## config.mk

```make
export PLATFORM = sky130hd
export DESIGN_NAME = credit_sched_flat
export DESIGN_NICKNAME = d
export VERILOG_FILES = /design/src/rtl/credit_sched_if.sv /design/src/rtl/credit_sched.sv /design/src/flat_wrapper.sv
export SDC_FILE = /design/constraint.sdc
export NUM_CORES = 1
export LEC_CHECK = 0
export ABC_CLOCK_PERIOD_IN_PS = 17900
export BUFFER_PORTS_ARGS = -buffer_cell sky130_fd_sc_hd__buf_4
export CORE_ASPECT_RATIO = 0.75
export CORE_MARGIN = 8
export CORE_UTILIZATION = 50
export CTS_CLUSTER_SIZE = 14
export DETAILED_ROUTE_END_ITERATION = 7
export PLACE_DENSITY_LB_ADDON = 0.25
export SYNTH_ARGS = -nofsm -noshare
export SYNTH_HDL_FRONTEND = slang
export SYNTH_SLANG_ARGS = --single-unit
```

## constraint.sdc

```tcl
create_clock -name clk -period 17.9 [get_ports clk]
set_clock_uncertainty 0.05 [all_clocks]
set_input_delay 2.685 -clock clk [delete_from_list [all_inputs] [get_ports clk]]
set_output_delay 2.685 -clock clk [all_outputs]
set_load 0.02 [all_outputs]
```

## src/rtl/credit_sched_if.sv

```systemverilog
// Request/grant and credit-return signals between credit_sched (slave) and its requesters (master).
// Combinational grant/ready paths; no storage in the interface itself.
// Requesters hold req_valid until gnt; returns complete on ret_valid & ret_ready.
interface credit_sched_if #(
  parameter int NUM_REQ = 4,
  parameter int AMT_W   = 2
);
  localparam int ID_W = $clog2(NUM_REQ);

  logic [NUM_REQ-1:0]       req_valid;
  logic [NUM_REQ*AMT_W-1:0] req_amt;
  logic [NUM_REQ-1:0]       gnt;
  logic [ID_W-1:0]          gnt_id;
  logic                     ret_valid;
  logic [AMT_W-1:0]         ret_amt;
  logic                     ret_ready;

  modport master (
    output req_valid, req_amt, ret_valid, ret_amt,
    input  gnt, gnt_id, ret_ready
  );

  modport slave (
    input  req_valid, req_amt, ret_valid, ret_amt,
    output gnt, gnt_id, ret_ready
  );
endinterface

```

## src/rtl/credit_sched.sv

```systemverilog
// Round-robin credit arbiter driving a shared credit counter; CREDIT_SCHED_STRICT_RR_EN selects head-of-line RR.
// Latency: grant and clamped return issued combinationally in the cycle they are presented.
// Backpressure: grants only when credits suffice; ret_ready low during INIT and reset.
module credit_sched #(
  parameter int NUM_REQ = 4,
  parameter int WIDTH   = 4,
  parameter int AMT_W   = 2
) (
  input  logic             clk,
  input  logic             rst,
  input  logic [WIDTH-1:0] cfg_credits,
  input  logic             cfg_load,
  credit_sched_if.slave    bus,
  input  logic [WIDTH-1:0] ctr_value,
  output logic             ctr_reinit,
  output logic [WIDTH-1:0] ctr_initial_value,
  output logic             ctr_incr_valid,
  output logic [AMT_W-1:0] ctr_incr,
  output logic             ctr_decr_valid,
  output logic [AMT_W-1:0] ctr_decr,
  output logic             ovf_sticky,
  output logic             busy_init
);
  localparam int ID_W = $clog2(NUM_REQ);

  typedef enum logic {ST_INIT = 1'b0, ST_RUN = 1'b1} state_t;

  state_t           state_q, state_d;
  logic [ID_W-1:0]  rr_ptr_q, rr_ptr_d;
  logic [WIDTH-1:0] max_q, max_d;
  logic             ovf_q, ovf_d;

  logic             win_vld;
  logic [ID_W-1:0]  win_id;
  logic [AMT_W-1:0] win_amt;
  logic [ID_W:0]    idx;
  logic [ID_W-1:0]  cand;
  logic [AMT_W-1:0] cand_amt;
  logic             cand_elig;
  logic [WIDTH:0]   sum;
`ifdef CREDIT_SCHED_STRICT_RR_EN
  logic             head_seen;
`endif

  always_comb begin
    win_vld   = 1'b0;
    win_id    = '0;
    win_amt   = '0;
    idx       = '0;
    cand      = '0;
    cand_amt  = '0;
    cand_elig = 1'b0;
`ifdef CREDIT_SCHED_STRICT_RR_EN
    head_seen = 1'b0;
`endif
    for (int k = 0; k < NUM_REQ; k++) begin
      idx = {1'b0, rr_ptr_q} + (ID_W+1)'(k);
      if (idx >= (ID_W+1)'(NUM_REQ)) begin
        idx = idx - (ID_W+1)'(NUM_REQ);
      end
      cand      = idx[ID_W-1:0];
      cand_amt  = bus.req_amt[cand*AMT_W +: AMT_W];
      cand_elig = bus.req_valid[cand] &&
                  ((WIDTH+AMT_W)'(cand_amt) <= (WIDTH+AMT_W)'(ctr_value));
`ifdef CREDIT_SCHED_STRICT_RR_EN
      // Only the oldest-in-turn requester may win; a too-large head blocks everyone.
      if (!head_seen && bus.req_valid[cand]) begin
        head_seen = 1'b1;
        if (cand_elig) begin
          win_vld = 1'b1;
          win_id  = cand;
          win_amt = cand_amt;
        end
      end
`else
      if (!win_vld && cand_elig) begin
        win_vld = 1'b1;
        win_id  = cand;
        win_amt = cand_amt;
      end
`endif
    end
  end

  always_comb begin
    state_d           = state_q;
    rr_ptr_d          = rr_ptr_q;
    max_d             = max_q;
    ovf_d             = ovf_q;
    bus.gnt           = '0;
    bus.gnt_id        = '0;
    bus.ret_ready     = 1'b0;
    ctr_reinit        = 1'b0;
    ctr_initial_value = '0;
    ctr_incr_valid    = 1'b0;
    ctr_incr          = '0;
    ctr_decr_valid    = 1'b0;
    ctr_decr          = '0;
    busy_init         = 1'b0;
    ovf_sticky        = ovf_q & ~rst;
    sum               = '0;
    if (!rst) begin
      case (state_q)
        ST_INIT: begin
          ctr_reinit        = 1'b1;
          ctr_initial_value = cfg_credits;
          max_d             = cfg_credits;
          ovf_d             = 1'b0;
          busy_init         = 1'b1;
          state_d           = ST_RUN;
        end
        default: begin
          bus.ret_ready = 1'b1;
          if (win_vld) begin
            bus.gnt[win_id] = 1'b1;
            bus.gnt_id      = win_id;
            ctr_decr_valid  = 1'b1;
            ctr_decr        = win_amt;
            rr_ptr_d        = (win_id == ID_W'(NUM_REQ-1)) ? '0 : win_id + ID_W'(1);
          end
          // Post-update level accounts for this cycle's grant so the clamp is exact.
          sum = {1'b0, ctr_value} + (WIDTH+1)'(bus.ret_amt) - (WIDTH+1)'(ctr_decr);
          if (bus.ret_valid) begin
            ctr_incr_valid = 1'b1;
            if (sum > {1'b0, max_q}) begin
              ctr_incr = bus.ret_amt - AMT_W'(sum - {1'b0, max_q});
              ovf_d    = 1'b1;
            end else begin
              ctr_incr = bus.ret_amt;
            end
          end
          if (cfg_load) begin
            state_d = ST_INIT;
          end
        end
      endcase
    end
  end

  always_ff @(posedge clk) begin
    if (rst) begin
      state_q  <= ST_INIT;
      rr_ptr_q <= '0;
      max_q    <= '0;
      ovf_q    <= 1'b0;
    end else begin
      state_q  <= state_d;
      rr_ptr_q <= rr_ptr_d;
      max_q    <= max_d;
      ovf_q    <= ovf_d;
    end
  end
endmodule
```

## src/flat_wrapper.sv

```systemverilog
// flat-port wrapper written by rule: the top's interface ports become plain ports
module credit_sched_flat 
#(
  parameter int NUM_REQ = 4,
  parameter int WIDTH   = 4,
  parameter int AMT_W   = 2
)
  (clk, rst, cfg_credits, cfg_load, ctr_value, ctr_reinit, ctr_initial_value, ctr_incr_valid, ctr_incr, ctr_decr_valid, ctr_decr, ovf_sticky, busy_init, bus_req_valid, bus_req_amt, bus_ret_valid, bus_ret_amt, bus_gnt, bus_gnt_id, bus_ret_ready);
  credit_sched_if #(.NUM_REQ(NUM_REQ), .AMT_W(AMT_W)) bus_i ();
  input  logic clk;
  input  logic rst;
  input  logic [WIDTH-1:0] cfg_credits;
  input  logic cfg_load;
  input  logic [WIDTH-1:0] ctr_value;
  output logic ctr_reinit;
  output logic [WIDTH-1:0] ctr_initial_value;
  output logic ctr_incr_valid;
  output logic [AMT_W-1:0] ctr_incr;
  output logic ctr_decr_valid;
  output logic [AMT_W-1:0] ctr_decr;
  output logic ovf_sticky;
  output logic busy_init;
  input wire logic [$bits(bus_i.req_valid)-1:0] bus_req_valid;
  input wire logic [$bits(bus_i.req_amt)-1:0] bus_req_amt;
  input wire logic [$bits(bus_i.ret_valid)-1:0] bus_ret_valid;
  input wire logic [$bits(bus_i.ret_amt)-1:0] bus_ret_amt;
  output wire logic [$bits(bus_i.gnt)-1:0] bus_gnt;
  output wire logic [$bits(bus_i.gnt_id)-1:0] bus_gnt_id;
  output wire logic [$bits(bus_i.ret_ready)-1:0] bus_ret_ready;
  assign bus_i.req_valid = bus_req_valid;
  assign bus_i.req_amt = bus_req_amt;
  assign bus_i.ret_valid = bus_ret_valid;
  assign bus_i.ret_amt = bus_ret_amt;
  assign bus_gnt = bus_i.gnt;
  assign bus_gnt_id = bus_i.gnt_id;
  assign bus_ret_ready = bus_i.ret_ready;
  credit_sched #(.NUM_REQ(NUM_REQ), .WIDTH(WIDTH), .AMT_W(AMT_W)) u_core (.clk(clk), .rst(rst), .cfg_credits(cfg_credits), .cfg_load(cfg_load), .bus(bus_i), .ctr_value(ctr_value), .ctr_reinit(ctr_reinit), .ctr_initial_value(ctr_initial_value), .ctr_incr_valid(ctr_incr_valid), .ctr_incr(ctr_incr), .ctr_decr_valid(ctr_decr_valid), .ctr_decr(ctr_decr), .ovf_sticky(ovf_sticky), .busy_init(busy_init));
endmodule
```

[After elaboration in Yosys (flattened, before gate mapping)]
Cells that the tools add are included.
Cells by class
  add/sub/neg operators: 12
  $mul: 0
  divide/modulo/power cells: 0
  magnitude comparators: 15
  equal/unequal tests: 1
  shift-type cells: 4
  muxes and demuxes: 56
  bitwise logic cells: 3
  reductions and logical operators: 14
Operators with widths (count)
  2-bit two-way mux: 25
  8-bit by 4-bit indexed part select with 2-bit output: 4
  1-bit two-way mux: 21
  4-bit two-way mux: 5
  2-bit by 4-bit <= comparator with 1-bit output: 4
  2-bit by 3-bit less-than comparator with 1-bit output, second input constant: 5
  3-bit >= comparator, second input constant: 3
  1-bit binary-select mux with 2-bit select: 4
  1-bit logical AND: 8
  2-bit by 1-bit subtractor with 2-bit output, second input constant: 4
  2-bit by 2-bit adder with 3-bit output, second input constant: 2
  4-bit by 2-bit adder with 5-bit output: 1
  5-bit by 4-bit > comparator with 1-bit output: 1
  5-bit by 2-bit subtractor with 5-bit output: 1
  2-bit AND reduction: 2
  2-bit subtractor: 2
  2-bit by 1-bit adder with 3-bit output, second input constant: 1
  2-bit by 3-bit >= comparator with 1-bit output, second input constant: 1
  1-bit logical NOT: 3
  2-bit by 1-bit adder with 2-bit output, second input constant: 1
  1-bit demux with 2-bit select: 1
  2-bit == test, second input constant: 1
  2-bit by 1-bit >= comparator with 1-bit output, second input constant: 1
  1-bit inverter: 2
  2 further kinds: 2
Storage, ports and cells
  bits in registers: 8
  latch bits: 0
  bits in writable memories: 0
  ROM bits: 0
  input bits: 26
  output and inout bits: 20
  logic and storage cells: 109
  memories: 0

[Depth between registers and ports, before layout]
  depth in word-level cells: 25
  depth in mapped cells: 25
  depth with buffers taken out: 22

[Worst setup path before layout]
OpenSTA, ideal clock, no wires.
  kind: input to output
  start point: in bus_req_amt[3]
  end point: out ctr_incr[1]
  arrival time: 7.039 ns
  required time: 15.165 ns
  slack: 8.126 ns
  stages on the path: 19
  path through: mux4_1 ha_1 nor2b_1 o211ai_1 o211ai_4 and3_4 a221oi_2 fa_1 inv_1 ha_1 a21o_1 a21oi_1 xor2_1 ha_1 a21oi_1 o21ai_0 a211o_1 a211o_1 nand2_1
On the way
  longest elaborated chain between the ends: 23
  elaborated cells on any way between the ends: 37
Ends and longest elaborated chain
  from (decl): line flat_wrapper.sv:24  | input wire logic [$bits(bus_i.req_amt)-1:0] bus_req_amt;
  8-bit by 4-bit indexed part select with 2-bit output: line credit_sched.sv:62  | cand_amt = bus.req_amt[cand*AMT_W +: AMT_W];
  2-bit by 4-bit <= comparator with 1-bit output: line credit_sched.sv:64  | ((WIDTH+AMT_W)'(cand_amt) <= (WIDTH+AMT_W)'(ctr_value));
  1-bit logical AND: line credit_sched.sv:63  | cand_elig = bus.req_valid[cand] &&
  1-bit two-way mux: line credit_sched.sv:76  | if (!win_vld && cand_elig) begin
  1-bit logical NOT: line credit_sched.sv:76
  1-bit logical AND: line credit_sched.sv:76
  1-bit two-way mux: line credit_sched.sv:76
  1-bit logical NOT: line credit_sched.sv:76
  (+6 left out)
  2-bit two-way mux *: line credit_sched.sv:103  | case (state_q)
  2-bit two-way mux *: line credit_sched.sv:102  | if (!rst) begin
  5-bit by 2-bit subtractor with 5-bit output *: line credit_sched.sv:122  | sum = {1'b0, ctr_value} + (WIDTH+1)'(bus.ret_amt) - (WIDTH+1)'(ctr_decr);
  2-bit subtractor (2 in a row): line credit_sched.sv:126  | ctr_incr = bus.ret_amt - AMT_W'(sum - {1'b0, max_q});
  2-bit two-way mux *: line credit_sched.sv:125  | if (sum > {1'b0, max_q}) begin
  2-bit two-way mux *: line credit_sched.sv:123  | if (bus.ret_valid) begin
  2-bit two-way mux *: line credit_sched.sv:103
  2-bit two-way mux *: line credit_sched.sv:102
  to (decl): line flat_wrapper.sv:18  | output logic [AMT_W-1:0] ctr_incr;
Every way passes the cells marked *; elsewhere a longest branch is shown, timed or not. The select of a mux whose other input is x is not followed.

[Worst setup path after layout]
Ends and elaborated chain as after synthesis.

==> results.py <==
metrics = {
    "yosys": {
        "syn-num-nets": 245,
        "synth.ff_latch_count": 8,
        "netlist.area_leader.share": 0.1900,
        "post_synth_num_cell_types": 49,
        "synth_sequential_area_ratio": 0.1013,
        "ys_dominant_reg_cell": "dfxtp_1",
        "syn_area_per_cell_um2": 8.188,
        "number_of_enable_flip_flop_cells_after_synthesis": 0,
        "syn_inst": 193,
        "synthesis.yosys.warnings": 0,
        "yosysTopAreaCell": "ha_1",
        "ys_async_sr_fraction": 0,
        "synth.cell_area_um2": 1580,
        "ys_top_cells_by_area": "ha_1 (19%), dfxtp_1 (10%), inv_1 (5.9%)",
    },
    "place": {
        "gp_routability_congestion": 0.8568,
        "port_buffers": 45,
        "detailed_place_hpwl_um": 3359,
        "dpl_cell_area_um2": 1918,
        "post-place-ws_ns": 7.595,
    },
    "clock_network": {
        "clock_tree.htree_level_count": 1,
        "cts_tree": "done",
        "cts_root_buffer": "clkbuf_8",
        "cts_resized": 0,
        "cts.clk_slew.worst_paths_ns": 0.04,
        "cts.path.max_buffers": 2,
        "buffer_count_from_post_cts_setup_fixing": 0,
        "tritoncts_num_sinks": 8,
        "cts-buffers-inserted": 3,
        "postCtsHoldBufs": 0,
        "clk-insertion-delay-late_ns": 0.23,
    },
    "detailed_routing": {
        "wl_um": 3976,
        "detail_route.drc_violations": 0,
        "drt_pre_antenna_iters": 4,
        "avgRoutedWirePerCell_um": 14.56,
        "avgViaCountPerCell": 5.484,
        "postRouteAntennaNets": 0,
        "drt_iter0_markers": 116,
        "vias": 1497,
    },
    "sta": {
        "holdWs_ns": 0.4026,
        "timing.max_slew.rel_slack": 0.4235,
        "setup-violations-final": 0,
        "final-hold-violation-count": 0,
        "layout_min_cycle_time_ns": 10.33,
        "final.period_utilization": 0.5773,
        "fmax_ghz": 0.09676,
        "worst_slack_ns": 7.566,
        "timing.setup.tns_ns": 0,
        "max_slew.worst_pin.slew_ns": 0.8636,
        "setup_repair_after_global_routing_missed_its_margin": "no",
        "report.final.slew_viol_count": 0,
    },
    "layout": {
        "register_area_um2": 160.2,
        "area_delta_synth_final_pct": 23.99,
        "ratio_of_cells_with_drive_above_1_in_the_final_layout": 0.2681,
        "multi_input_comb_area_um2": 1270,
        "fillerInstances": 276,
        "post-route-cell-area_um2": 1959,
        "final_nets": 289,
        "num_antenna_cells": 0,
    },
    "flow_run": {
        "max_cap_violations": 0,
    },
    "global_routing": {
        "gr_util_all_layers": 0.1547,
        "grt_overflow_total": 0,
        "grt_first_pass_wirelength_um": 6603,
        "maximum_number_of_pins_on_one_net_before_global_route_repair": 21,
        "grt_pass1_vias": 1437,
        "grt_antenna_before_repair": 0,
    },
    "die": {
        "rows": 17,
        "die-area_um2": 5234,
        "ioPinCount": 46,
        "dieWidth_um": 80.92,
        "die_h_um": 64.69,
        "initial_core_utilization": 0.5307,
        "core_um2": 2978,
    },
    "worst_setup_path": {
        "arrival_ns": 7.60,
        "r2r_start": "u_core.rr_ptr_q[0]$_SDFFE_PP0P_",
        "timing.setup.critical_path_class": "input pin to primary output",
        "worst_setup_path_start_kind": "input pin",
        "path_max_fanout": 10,
        "worstPathRequired_ns": 15.16,
        "critPathLaunch": "bus_req_amt[3]",
        "r2r_slack_ns": 12.17,
        "endpoint_kind": "primary output",
    },
    "hold_path": {
        "hold_path_startpoint": "u_core.max_q[3]$_SDFFE_PP0N_",
        "min-delay-path-class": "flop to flop",
    },
    "power": {
        "leakage_power_summed_over_all_cells_nw": 1.028,
        "power-per-cell-area_nw_per_um2": 157.9,
        "vdd_ir_drop_max_mv": 0.07832,
        "power.total_mw": 0.3093,
    },
    "run_status": {
        "status": "completed",
    },
}
[cell families (layout without fill, tap and decap cells)]
group | Yosys count | after routing | share of synthesized area
adder cells (fa/ha/maj) | 26 | 26 | 0.2154
XOR/XNOR | 5 | 5 | 0.02772
multiplexers | 18 | 18 | 0.1671
flip-flops | 8 | 8 | 0.1013
buffers and inverters | 33 | 75 | 0.09500
AND/OR/NAND/NOR | 62 | 62 | 0.1924
AO/OA/AOI/OAI | 41 | 41 | 0.2011
[per-layer routing]
layer  up-vias  wire length, um  GRT usage
met4         0               25    0.03333
met2        38             1719     0.2288
li1        766                -          -
met1       690             2035     0.2204
met3         3              196    0.03581
met5         -                0          0
[flip-flops by register name (all words and copies together) (netlist names)]
name and cells:
u_core.state_q 1, u_core.ovf_q 1, u_core.rr_ptr_q 2, u_core.max_q 4
[layout make-up]
type	count	area share
timing repair buffer	45	0.1724
tap	38	0.02427
inverter	27	0.05236
clock buffer	3	0.02107
multi-input combinational	152	0.6481
sequential	8	0.08174
[per-stage QoR]
step           cells    util
4_1_cts          273  0.6580
3_3_place_gp     270  0.6441
6_report         273  0.6580
3_5_place_dp     270  0.6441
5_1_grt          273  0.6580
2_1_floorplan    193       -
[worst max-delay path, stage by stage]
cell	delay [ns]
buf_4	0.12
mux4_1	0.54
ha_1	0.31
nor2b_1	0.13
o211ai_1	0.39
o211ai_4	0.22
and3_4	0.23
a221oi_2	0.32
fa_1	0.46
inv_1	0.11
ha_1	0.24
a21o_1	0.18
a21oi_1	0.19
xor2_1	0.16
ha_1	0.27
a21oi_1	0.14
o21ai_0	0.10
a211o_1	0.32
a211o_1	0.28
nand2_1	0.06
buf_4	0.13
[report_power, final]
group | internal (mW) | total, mW | switching [mW]
Combinational | 0.118 | 0.255 | 0.137
Clock | 0.0146 | 0.0215 | 0.00699
Sequential | 0.0210 | 0.0327 | 0.0117
Total | 0.153 | 0.309 | 0.156
[cell usage after synthesis (all sizes together) (4+ instances only)]
library cell	instances
ha	24
nor2	17
inv	25
buf	6
and2	5
a21o	5
dfxtp	8
mux2i	9
nand2	16
o211ai	5
nand3	4
o21ai	6
nor2b	6
a21oi	8
mux4	4
mux2	5
[placed cells by master, fill, tap and decap left out, types with 2 or more instances in the layout]
cell       n
buf_4     45
inv_1     25
ha_1      24
nor2_1    17
nand2_1   16
mux2i_1    8
a21oi_1    8
dfxtp_1    8
nor2b_1    6
o21ai_0    5
and2_1     5
a21o_1     5
mux2_2     4
o211ai_1   4
nand3_1    4
o211a_1    3
nand2b_1   3
mux4_1     3
xor2_1     3
clkbuf_8   3
a22oi_1    2
and3_1     2
a41oi_1    2
nor3_1     2
nand4_1    2
a211o_1    2
xnor2_1    2
fa_1       2
[final timing paths]
kind,end,depth (start not counted)
max reg2reg,u_core.ovf_q$_SDFFE_PN0P_,19
max,ctr_incr[1],21
min,u_core.max_q[3]$_SDFFE_PP0N_,1
min reg2reg,u_core.max_q[3]$_SDFFE_PP0N_,1
No activity file was read; power rests on OpenSTA's default activity.
